==> src/rtl/core_if_if.sv <==
// Avalon-MM bus bundle for the instruction memory port.
// The master issues word reads; the slave returns data in order on read_data_valid.
interface i_avl_bus;
  logic [31:0] address;
  logic [3:0]  byte_en;
  logic        read;
  logic        write;
  logic [31:0] write_data;
  logic [31:0] read_data;
  logic        read_data_valid;
  logic        request_ready;

  modport master (
    output address, byte_en, read, write, write_data,
    input  read_data, read_data_valid, request_ready
  );

  modport slave (
    input  address, byte_en, read, write, write_data,
    output read_data, read_data_valid, request_ready
  );
endinterface

==> src/rtl/core_if.sv <==
// RV32IC instruction fetch: word reads into a 4-entry FIFO, a halfword realigner that
// emits 16/32-bit instructions to decode, and redirect handling with stale-response drop.
module core_if #(
  parameter logic [31:0] REST_ADDR = 32'h0000_0000
) (
  input  logic        clk,
  input  logic        rest,
  i_avl_bus.master    avl_m0,
  input  logic [31:0] csr_mepc,
  input  logic [31:0] jump_addr,
  input  logic        jump_en,
  input  logic        flush_en,
  output logic [31:0] bp_istr,
  output logic [31:0] bp_pc,
  input  logic [31:0] bp_jump_addr,
  input  logic        bp_jump_en,
  output logic [31:0] fd_istr,
  output logic [31:0] fd_pc,
  output logic        fd_valid,
  output logic        fd_jump,
  input  logic        fd_ready,
  input  logic        ctr_stop
);

  localparam int unsigned Depth = 4;

  logic [31:0] fifo_q [Depth];
  logic [1:0]  rd_ptr_q, rd_ptr_d, wr_ptr_q, wr_ptr_d, rd_ptr_nxt;
  logic [2:0]  count_q, count_d, out_q, out_d, stale_q, stale_d;
  logic [29:0] fetch_wa_q, fetch_wa_d;
  logic [31:0] cur_pc_q, cur_pc_d, lp_next_q, lp_next_d;
  logic        half_q, half_d, req_q;
  logic [31:0] fd_istr_q, fd_pc_q;
  logic        fd_valid_q, fd_jump_q;

  logic [31:0] head_w, istr, nxt_pc, target;
  logic [15:0] head_hw, next_lo;
  logic        is32, complete, pop, load;
  logic        ex_redir, bp_redir, redirect;
  logic        issue, accept, rsp, rsp_dec, stale_dec, push;
  logic        unused_mepc;

  // Trap return arrives through jump_*, so the CSR value is not consumed here.
  assign unused_mepc = ^csr_mepc;

  // Realigner view of the FIFO head.
  assign rd_ptr_nxt = rd_ptr_q + 2'd1;
  assign head_w     = fifo_q[rd_ptr_q];
  assign next_lo    = fifo_q[rd_ptr_nxt][15:0];
  assign head_hw    = half_q ? head_w[31:16] : head_w[15:0];
  assign is32       = (head_hw[1:0] == 2'b11);
  assign nxt_pc     = cur_pc_q + (is32 ? 32'd4 : 32'd2);

  always_comb begin
    istr     = {16'h0000, head_hw};
    complete = (count_q != 3'd0);
    pop      = half_q;
    if (is32) begin
      pop = 1'b1;
      if (half_q) begin
        // Straddling instruction needs the following word as well.
        istr     = {next_lo, head_hw};
        complete = (count_q >= 3'd2);
      end else begin
        istr = head_w;
      end
    end
  end

  assign ex_redir = jump_en | flush_en;
  assign load     = complete & (~fd_valid_q | fd_ready) & ~ctr_stop & ~ex_redir;
  assign bp_redir = load & bp_jump_en;
  assign redirect = ex_redir | bp_redir;

  always_comb begin
    if (jump_en) begin
      target = jump_addr;
    end else if (flush_en) begin
      target = lp_next_q;
    end else begin
      target = bp_jump_addr;
    end
  end

  // Read issue: buffered words plus reads in flight never exceed the FIFO depth.
  assign issue     = req_q & ~ctr_stop & (({1'b0, count_q} + {1'b0, out_q}) < 4'd4);
  assign accept    = issue & avl_m0.request_ready;
  assign rsp       = avl_m0.read_data_valid;
  assign rsp_dec   = rsp & (out_q != 3'd0);
  assign stale_dec = rsp & (stale_q != 3'd0);
  assign push      = rsp & (stale_q == 3'd0) & ~redirect;

  assign out_d = out_q + {2'b00, accept} - {2'b00, rsp_dec};

  always_comb begin
    stale_d    = stale_q - {2'b00, stale_dec};
    fetch_wa_d = fetch_wa_q + {29'd0, accept};
    cur_pc_d   = cur_pc_q;
    half_d     = half_q;
    lp_next_d  = lp_next_q;
    count_d    = count_q + {2'b00, push} - {2'b00, load & pop};
    rd_ptr_d   = rd_ptr_q + {1'b0, load & pop};
    wr_ptr_d   = wr_ptr_q + {1'b0, push};
    if (load) begin
      cur_pc_d  = nxt_pc;
      half_d    = is32 ? half_q : ~half_q;
      lp_next_d = nxt_pc;
    end
    if (redirect) begin
      // Everything still in flight belongs to the abandoned path.
      stale_d    = out_d;
      fetch_wa_d = target[31:2];
      cur_pc_d   = target;
      half_d     = target[1];
      lp_next_d  = target;
      count_d    = 3'd0;
      rd_ptr_d   = 2'd0;
      wr_ptr_d   = 2'd0;
    end
  end

  always_ff @(posedge clk or posedge rest) begin
    if (rest) begin
      req_q      <= 1'b0;
      out_q      <= 3'd0;
      stale_q    <= 3'd0;
      count_q    <= 3'd0;
      rd_ptr_q   <= 2'd0;
      wr_ptr_q   <= 2'd0;
      fetch_wa_q <= REST_ADDR[31:2];
      cur_pc_q   <= REST_ADDR;
      half_q     <= REST_ADDR[1];
      lp_next_q  <= REST_ADDR;
    end else begin
      req_q      <= 1'b1;
      out_q      <= out_d;
      stale_q    <= stale_d;
      count_q    <= count_d;
      rd_ptr_q   <= rd_ptr_d;
      wr_ptr_q   <= wr_ptr_d;
      fetch_wa_q <= fetch_wa_d;
      cur_pc_q   <= cur_pc_d;
      half_q     <= half_d;
      lp_next_q  <= lp_next_d;
    end
  end

  always_ff @(posedge clk or posedge rest) begin
    if (rest) begin
      for (int unsigned i = 0; i < Depth; i++) begin
        fifo_q[i] <= 32'h0;
      end
    end else if (push) begin
      fifo_q[wr_ptr_q] <= avl_m0.read_data;
    end
  end

  always_ff @(posedge clk or posedge rest) begin
    if (rest) begin
      fd_istr_q  <= 32'h0;
      fd_pc_q    <= 32'h0;
      fd_valid_q <= 1'b0;
      fd_jump_q  <= 1'b0;
    end else if (ex_redir) begin
      fd_valid_q <= 1'b0;
      fd_jump_q  <= 1'b0;
    end else if (load) begin
      fd_istr_q  <= istr;
      fd_pc_q    <= cur_pc_q;
      fd_valid_q <= 1'b1;
      fd_jump_q  <= bp_jump_en;
    end else if (fd_ready && !ctr_stop) begin
      fd_valid_q <= 1'b0;
    end
  end

  assign avl_m0.address    = {fetch_wa_q, 2'b00};
  assign avl_m0.byte_en    = 4'hF;
  assign avl_m0.read       = issue;
  assign avl_m0.write      = 1'b0;
  assign avl_m0.write_data = 32'h0;

  assign bp_istr  = istr;
  assign bp_pc    = cur_pc_q;
  assign fd_istr  = fd_istr_q;
  assign fd_pc    = fd_pc_q;
  assign fd_valid = fd_valid_q;
  assign fd_jump  = fd_jump_q;

endmodule

==> src/flat_wrapper.sv <==
// flat-port wrapper written by rule: the top's interface ports become plain ports
module core_if_flat 
#(
  parameter logic [31:0] REST_ADDR = 32'h0000_0000
)
  (clk, rest, csr_mepc, jump_addr, jump_en, flush_en, bp_istr, bp_pc, bp_jump_addr, bp_jump_en, fd_istr, fd_pc, fd_valid, fd_jump, fd_ready, ctr_stop, avl_m0_address, avl_m0_byte_en, avl_m0_read, avl_m0_write, avl_m0_write_data, avl_m0_read_data, avl_m0_read_data_valid, avl_m0_request_ready);
  i_avl_bus avl_m0_i ();
  input  logic clk;
  input  logic rest;
  input  logic [31:0] csr_mepc;
  input  logic [31:0] jump_addr;
  input  logic jump_en;
  input  logic flush_en;
  output logic [31:0] bp_istr;
  output logic [31:0] bp_pc;
  input  logic [31:0] bp_jump_addr;
  input  logic bp_jump_en;
  output logic [31:0] fd_istr;
  output logic [31:0] fd_pc;
  output logic fd_valid;
  output logic fd_jump;
  input  logic fd_ready;
  input  logic ctr_stop;
  output wire logic [$bits(avl_m0_i.address)-1:0] avl_m0_address;
  output wire logic [$bits(avl_m0_i.byte_en)-1:0] avl_m0_byte_en;
  output wire logic [$bits(avl_m0_i.read)-1:0] avl_m0_read;
  output wire logic [$bits(avl_m0_i.write)-1:0] avl_m0_write;
  output wire logic [$bits(avl_m0_i.write_data)-1:0] avl_m0_write_data;
  input wire logic [$bits(avl_m0_i.read_data)-1:0] avl_m0_read_data;
  input wire logic [$bits(avl_m0_i.read_data_valid)-1:0] avl_m0_read_data_valid;
  input wire logic [$bits(avl_m0_i.request_ready)-1:0] avl_m0_request_ready;
  assign avl_m0_address = avl_m0_i.address;
  assign avl_m0_byte_en = avl_m0_i.byte_en;
  assign avl_m0_read = avl_m0_i.read;
  assign avl_m0_write = avl_m0_i.write;
  assign avl_m0_write_data = avl_m0_i.write_data;
  assign avl_m0_i.read_data = avl_m0_read_data;
  assign avl_m0_i.read_data_valid = avl_m0_read_data_valid;
  assign avl_m0_i.request_ready = avl_m0_request_ready;
  core_if #(.REST_ADDR(REST_ADDR)) u_core (.clk(clk), .rest(rest), .avl_m0(avl_m0_i), .csr_mepc(csr_mepc), .jump_addr(jump_addr), .jump_en(jump_en), .flush_en(flush_en), .bp_istr(bp_istr), .bp_pc(bp_pc), .bp_jump_addr(bp_jump_addr), .bp_jump_en(bp_jump_en), .fd_istr(fd_istr), .fd_pc(fd_pc), .fd_valid(fd_valid), .fd_jump(fd_jump), .fd_ready(fd_ready), .ctr_stop(ctr_stop));
endmodule
==> config.mk <==
export PLATFORM = sky130hd
export DESIGN_NAME = core_if_flat
export DESIGN_NICKNAME = d
export VERILOG_FILES = /design/src/rtl/core_if_if.sv /design/src/rtl/core_if.sv /design/src/flat_wrapper.sv
export SDC_FILE = /design/constraint.sdc
export NUM_CORES = 1
export LEC_CHECK = 0
export BUFFER_PORTS_ARGS = -buffer_cell sky130_fd_sc_hd__buf_2
export CAP_MARGIN = 20
export CORE_MARGIN = 4
export CORE_UTILIZATION = 38
export CTS_CLUSTER_SIZE = 8
export DETAILED_ROUTE_END_ITERATION = 10
export MAX_ROUTING_LAYER = met4
export PLACE_DENSITY_LB_ADDON = 0.08
export SLEW_MARGIN = 25
export SYNTH_ARGS = -nofsm -noshare
export SYNTH_HDL_FRONTEND = slang
export SYNTH_SLANG_ARGS = --single-unit
==> constraint.sdc <==
create_clock -name clk -period 19.9 [get_ports clk]
set_input_delay 3.98 -clock clk [delete_from_list [all_inputs] [get_ports clk]]
set_output_delay 3.98 -clock clk [all_outputs]
set_load 0.03 [all_outputs]
==> impl_metrics.csv, run 1 <==
group,metric,value,unit
status,status,"complete, no violations",
setup_path,reg2regPathDepth,12,
setup_path,critPathTopFamily,"buffers and inverters",
pwr,swShare,0.3409,
global_routing,grt_pass1_wl,70.67,mm
floorplanning,io_pins,337,
synthesis,synth-seq-area-share,0.4675,
pwr,power.internal,1123,µW
setup_path,crit_start,"ctr_stop",
pwr,pwr-share-seq,0.400,
timing,rsz0062_at_grt,"no",
final_layout,drive_above_1_share,0.3407,
pwr,leakagePower,0.008349,µW
min_path,hp-class,"flop to flop",
pwr,p_switching,580.9,µW
synthesis,synth_edf_count,0,
final_layout,finalNetCount,1734,
pwr,powerDensity,99.31,nW/µm²
placed_design,dp_hpwl,31.26,mm
setup_path,worst_path_largest_cell_delay,0.24,ns
detailed_routing,viasPerCell,5.308,
cts,cts_buffer_depth,3,
global_routing,grt_overflow,0,
pwr,irDropWorstVdd,0.00005652,V
setup_path,cp.depth,5,
timing,min_period_over_period,0.4378,
floorplanning,fp.dieH,203.4,µm
global_routing,grt_max_degree,122,
timing,worst_slew_pin_slew,1.108,ns
setup_path,critPathKind,"input pin to output port",
setup_path,crit_path_top_delay_cell,"buf_2",
synthesis,syn_area,14510,µm²
setup_path,crit_arrival,4.73,ns
detailed_routing,wirelength,46.21,mm
synthesis,yosys.cell_types.count,65,
setup_path,path_cells,"buf_2, nor2_1, nand3_1, a31oi_1, buf_2",
timing,whs,0.4659,ns
timing,fmax,0.1148,GHz
timing,finalSetupViolations,0,
synthesis,synth_top_area_share,0.4675,
cts,ctsHtreeMaxLevel,2,
detailed_routing,ant_nets,0,
timing,final-max-slew-violation-count,0,
setup_path,crit_path_end_kind,"output port",
global_routing,grt_use_total,0.2262,
timing,finalWorstSetupSlack,11.19,ns
global_routing,grt_pass1_vias,11228,
setup_path,cp_max_fo,4,
final_layout,design_area,17160,µm²
detailed_routing,avgRoutedWirePerCell,22.05,µm
placed_design,routabilityCongestion,0.8435,
timing,hold_violations,0,
synthesis,synthTopCellsByArea,"dfrtp_1 47%, mux2_2 9.2%, mux4_2 7.0%, nand2_1 7.0%, mux2_4 3.1%",
cts,cts_made_buffers,39,
timing,finClkSkew,0.01816,ns
detailed_routing,drc,0,
cts,cts_tree,"built",
synthesis,async_flop_share,1.000,
synthesis,synthCells,1342,
cts,cts.reportedPaths.clkPinSlew,0.05,ns
floorplanning,dieWidth,203.4,µm
pwr,clockPowerShare,0.348,
final_layout,area_growth,18.31,%
cts,post-cts-setup-buffers,0,
job,cap_violations,0,
min_path,min_path_cells,2,
cts,cts.sinks,271,
synthesis,synth_flop_cell,"dfrtp_1",
placed_design,dp_slack,11.19,ns
floorplanning,start_util,0.3851,
detailed_routing,drt-initial-drc-count,623,
setup_path,start_kind,"input pin",
timing,maxSlewHeadroom,0.2509,
synthesis,synthTopCellsByCount,"271 x dfrtp_1, 270 x nand2_1, 118 x mux2_2, 71 x nor2_1, 58 x a21oi_1",
setup_path,r2r_end,"u_core.bp_pc[31]",
detailed_routing,dr.pass1.iters,5,
setup_path,crit_end,"avl_m0_read",
floorplanning,core,37670,µm²
placed_design,io_buffers,265,
setup_path,ff2ff_setup_slack,15.03,ns
cts,clock_latency,0.54,ns
synthesis,ys_ff_latch,271,
placed_design,place_area,16080,µm²
detailed_routing,vias,11126,
setup_path,cpMostUsedCell,"buf_2",
setup_path,rr_startpoint,"u_core.rd_ptr_q[1]",
synthesis,ys_warn_count,0,
synthesis,post-synth-top-count-cell,"dfrtp_1",
global_routing,antenna_found_initial,2,
cts,cts-root-buf,"clkbuf_16",
timing,fin_setup_tns,0,ns
synthesis,synth_top_cell_by_area,"dfrtp_1",
timing,min_period,8.712,ns
setup_path,required,15.92,ns
setup_path,cp.buffers_inverters,2,
synthesis,postSynthAreaPerCell,10.81,µm²
pwr,p_comb_frac,0.252,
floorplanning,dieArea,41360,µm²
floorplanning,rows,71,
cts,cts.repair.resized,0,
cts,postCtsHoldBufs,0,
## metal layers
| layer | track usage | wire length [µm] | part of all wire | vias to the layer above |
|---|---|---|---|---|
| li1 | - | - | - | 5131 |
| met3 | 0.05120 | 3166 | 0.069 | 60 |
| met4 | 0.06071 | 1239 | 0.027 | 0 |
| met1 | 0.2897 | 19330 | 0.42 | 5591 |
| met5 | - | 0 | 0 | - |
| met2 | 0.3661 | 22470 | 0.49 | 344 |
## registers in the layout, indices dropped and copies added (netlist names), 3 cells and up
| register | cells |
|---|---|
| u_core.bp_pc | 32 |
| u_core.count_q | 3 |
| u_core.fd_istr | 32 |
| u_core.fd_pc | 32 |
| u_core.fetch_wa_q | 30 |
| u_core.fifo_q | 128 |
| u_core.out_q | 3 |
| u_core.stale_q | 3 |
## cell usage in the layout, fill, tap and decap left out, types with 21 or more instances in the layout
cell type	netlist	layout
conb_1	2	40
clkbuf_16	0	39
inv_1	22	21
o21ai_0	39	39
nand2_1	270	269
nand3_1	22	22
dfrtp_1	271	269
mux2i_1	30	30
nor2_1	71	71
a211oi_1	22	22
mux4_2	45	45
a21oi_1	58	57
buf_2	21	265
mux2_4	30	30
mux2_2	118	118
## logic make-up after synthesis
kind of cell,after synthesis,share of synthesized area
buffers and inverters,149,0.05460
other,2,0.0005177
AND/OR/NAND/NOR,446,0.1372
multiplexers,227,0.2163
XOR/XNOR,34,0.02053
flip-flops,271,0.4675
adder cells (fa/ha/maj),18,0.01708
AO/OA/AOI/OAI,195,0.08626
## power groups by stage
stage                     registers [µW]  logic [µW]  clock network (µW)
after CTS                            683         435                 611
after detailed placement             691         433                   0
after floorplan                      719         260                   0
final                                682         430                 592
after global routing                 691         468                 636
after global placement               688         430                   0
## worst min-delay path by stage
stage                                  start                 end
after CTS                   u_core.fd_pc[28]    u_core.fd_pc[28]
after global routing        u_core.fd_pc[28]    u_core.fd_pc[28]
after floorplan            u_core.fifo_q[49]   u_core.fifo_q[49]
final                     u_core.fd_istr[24]  u_core.fd_istr[24]
after detailed placement  u_core.fd_istr[30]  u_core.fd_istr[30]
after global placement    u_core.fd_istr[25]  u_core.fd_istr[25]
## area by class of cell
class,count,area (µm²)
clock inverter,3,55.05
inverter,22,90.09
multi-input combinational,960,7096
fill,3699,20500
clock buffer,41,983.4
timing repair buffer,285,1504
antenna,3,7.507
tap,511,639.4
sequential,271,6787
## through the flow
step           total power [µW]  utilization  cells
2_1_floorplan             979.4            -   1380
5_1_grt                    1795       0.4556   2095
3_5_place_dp               1124       0.4270   2048
3_3_place_gp               1118       0.4269   2048
4_1_cts                    1729       0.4545   2092
6_report                   1704       0.4556   2096
## worst min-delay path: stages (launching register included)
cell     delay (ns)
dfrtp_1        0.33
nand2_1        0.05
nand2_1        0.05
(Power assumes the default switching activity.)
==> run 2: changes to the inputs <==
Clock period 19.9 ns to 6.97 ns, I/O delays scaled along.
==> run 2 against run 1 <==
Against the previous run: combinational power increased to 2.8 times the previous value; critical path type is now flop to output port; critical endpoint is now bp_istr[17]; flip-flop and latch count unchanged; worst hold slack improved by 0.0023 ns; critical path depth up 2.
==> impl_metrics.csv, run 2 (synthesis gave the netlist of run 1 again) <==
group,metric,value,unit
status,status,"complete, no violations",
setup_path,worst_path_largest_cell_delay,0.74,ns
final_layout,layout.area.seq,6787,µm²
cts,ctsHtreeMaxLevel,2,
detailed_routing,viasPerCell,5.331,
setup_path,critPathKind,"flop to output port",
placed_design,io_buffers,265,
cts,cts.repair.resized,0,
timing,finalSetupViolations,0,
setup_path,path_cells,"buf_4, nand2_1, o2bb2ai_2, a22oi_2, buf_4, a21oi_1, buf_2",
final_layout,finalNetCount,1734,
placed_design,dp_hpwl,31.36,mm
pwr,clockPowerShare,0.344,
pwr,leakagePower,0.008338,µW
detailed_routing,vias,11173,
detailed_routing,wirelength,45.66,mm
floorplanning,start_util,0.3851,
setup_path,cp_max_fo,24,
final_layout,final_common_cell,"nand2_1",
floorplanning,core,37670,µm²
timing,hold_violations,0,
timing,min_period,4.813,ns
timing,worst_slew_pin_slew,1.009,ns
cts,cts.sinks,271,
pwr,p_total,4839,µW
global_routing,grt_use_total,0.2248,
timing,maxSlewHeadroom,0.3254,
placed_design,routabilityCongestion,0.8407,
global_routing,grt_max_degree,181,
floorplanning,fp.dieH,203.4,µm
global_routing,grt_overflow,0,
setup_path,crit_path_top_delay_cell,"dfrtp_1",
floorplanning,dieArea,41360,µm²
pwr,powerDensity,282.3,nW/µm²
setup_path,start_kind,"flop",
floorplanning,dieWidth,203.4,µm
cts,cts_buffer_depth,3,
floorplanning,rows,71,
final_layout,largest_reg_flops,128,
cts,post-cts-setup-buffers,0,
detailed_routing,drt-initial-drc-count,728,
pwr,irDropWorstVdd,0.0001427,V
detailed_routing,avgRoutedWirePerCell,21.79,µm
setup_path,crit_arrival,3.42,ns
cts,cts.reportedPaths.clkPinSlew,0.05,ns
global_routing,grt_pass1_vias,11199,
setup_path,critPathTopFamily,"compound AO/OA/AOI/OAI gates",
timing,finClkSkew,0.01898,ns
global_routing,grt_pass1_wl,69.68,mm
setup_path,required,5.58,ns
pwr,power.internal,3203,µW
pwr,swShare,0.3382,
detailed_routing,dr.pass1.iters,5,
final_layout,fin_util,0.4551,
final_layout,area_growth,18.18,%
cts,cts_tree,"built",
cts,cts-root-buf,"clkbuf_16",
setup_path,cp.buffers_inverters,3,
final_layout,largest-register,"u_core.fifo_q",
min_path,hp-class,"flop to flop",
pwr,p_comb_frac,0.252,
cts,cts_made_buffers,39,
pwr,pwr-share-seq,0.404,
timing,min_period_over_period,0.6906,
setup_path,cpMostUsedCell,"buf_4",
final_layout,fill_cells,3702,
detailed_routing,ant_nets,0,
final_layout,multi_input_area,7104,µm²
timing,final-max-slew-violation-count,0,
timing,rsz0062_at_grt,"no",
global_routing,antenna_found_initial,3,
cts,postCtsHoldBufs,0,
pwr,p_switching,1637,µW
cts,clock_latency,0.55,ns
detailed_routing,drc,0,
final_layout,mostFrequentLayoutCells,"270 x nand2_1, 269 x dfrtp_1, 265 x buf_2, 118 x mux2_2, 71 x nor2_1",
final_layout,drive_above_1_share,0.3413,
job,cap_violations,0,
floorplanning,io_pins,337,
timing,fmax,0.2078,GHz
timing,fin_setup_tns,0,ns
setup_path,crit_path_end_kind,"output port",
## run 2: final cells by class
type | count | share of cell area
Clock buffer | 41 | 0.05737
Tap cell | 511 | 0.03730
Timing Repair Buffer | 285 | 0.08802
Sequential cell | 271 | 0.3959
Inverter | 22 | 0.005036
Multi-Input combinational cell | 960 | 0.4144
Antenna cell | 3 | 0.0004379
Clock inverter | 3 | 0.001533
## run 2: per-stage QoR
| step | setup WS, ns | cell area (µm²) | hold WS (ns) | std cells |
|---|---|---|---|---|
| global route | 1.955 | 17140 | 0.4820 | 2096 |
| floorplan | 1.995 | 14650 | 0.4522 | 1380 |
| global placement | 2.302 | 16090 | 0.4560 | 2048 |
| CTS | 2.151 | 17100 | 0.4704 | 2092 |
| finish | 2.157 | 17140 | 0.4682 | 2096 |
| detailed placement | 2.438 | 16090 | 0.4583 | 2048 |
## run 2: power groups by stage
| stage | sequential (µW) | clock [µW] | combinational, µW |
|---|---|---|---|
| global route | 1980 | 1790 | 1330 |
| floorplan | 2050 | 0 | 744 |
| global placement | 1970 | 0 | 1220 |
| finish | 1950 | 1670 | 1220 |
| detailed placement | 1980 | 0 | 1230 |
| CTS | 1950 | 1720 | 1230 |
## run 2: worst paths after layout
path	start	to	slack, ns	depth (start not counted)
min	u_core.fd_pc[6]	u_core.fd_pc[6]	0.47	2
min reg2reg	u_core.fd_pc[6]	u_core.fd_pc[6]	0.47	2
max reg2reg	u_core.half_q	u_core.bp_pc[27]	2.69	12
max	u_core.half_q	bp_istr[17]	2.16	7
max in group asynchronous	rest	u_core.fifo_q[90]	4.70	4
min in group asynchronous	rest	u_core.bp_pc[0]	0.92	2
## run 2: worst register-to-register path: stages (launching register included)
cell and delay [ns]:
dfrtp_1 0.62, buf_4 0.36, nor2b_1 0.18, o2bb2ai_2 0.23, a22oi_2 0.42, ha_1 0.25
inv_1 0.05, fa_1 0.41, nand3b_1 0.28, nor4b_2 0.67, and3_1 0.36, o21ai_0 0.11
a211oi_1 0.24
## run 2: routing by layer
metal | routed length (µm) | part of all wire | up-vias | GRT usage
met4 | 1321 | 0.029 | 0 | 0.07492
met3 | 2837 | 0.062 | 72 | 0.04834
li1 | - | - | 5134 | -
met5 | 0 | 0 | - | -
met1 | 19440 | 0.43 | 5629 | 0.2833
met2 | 22070 | 0.48 | 338 | 0.3640
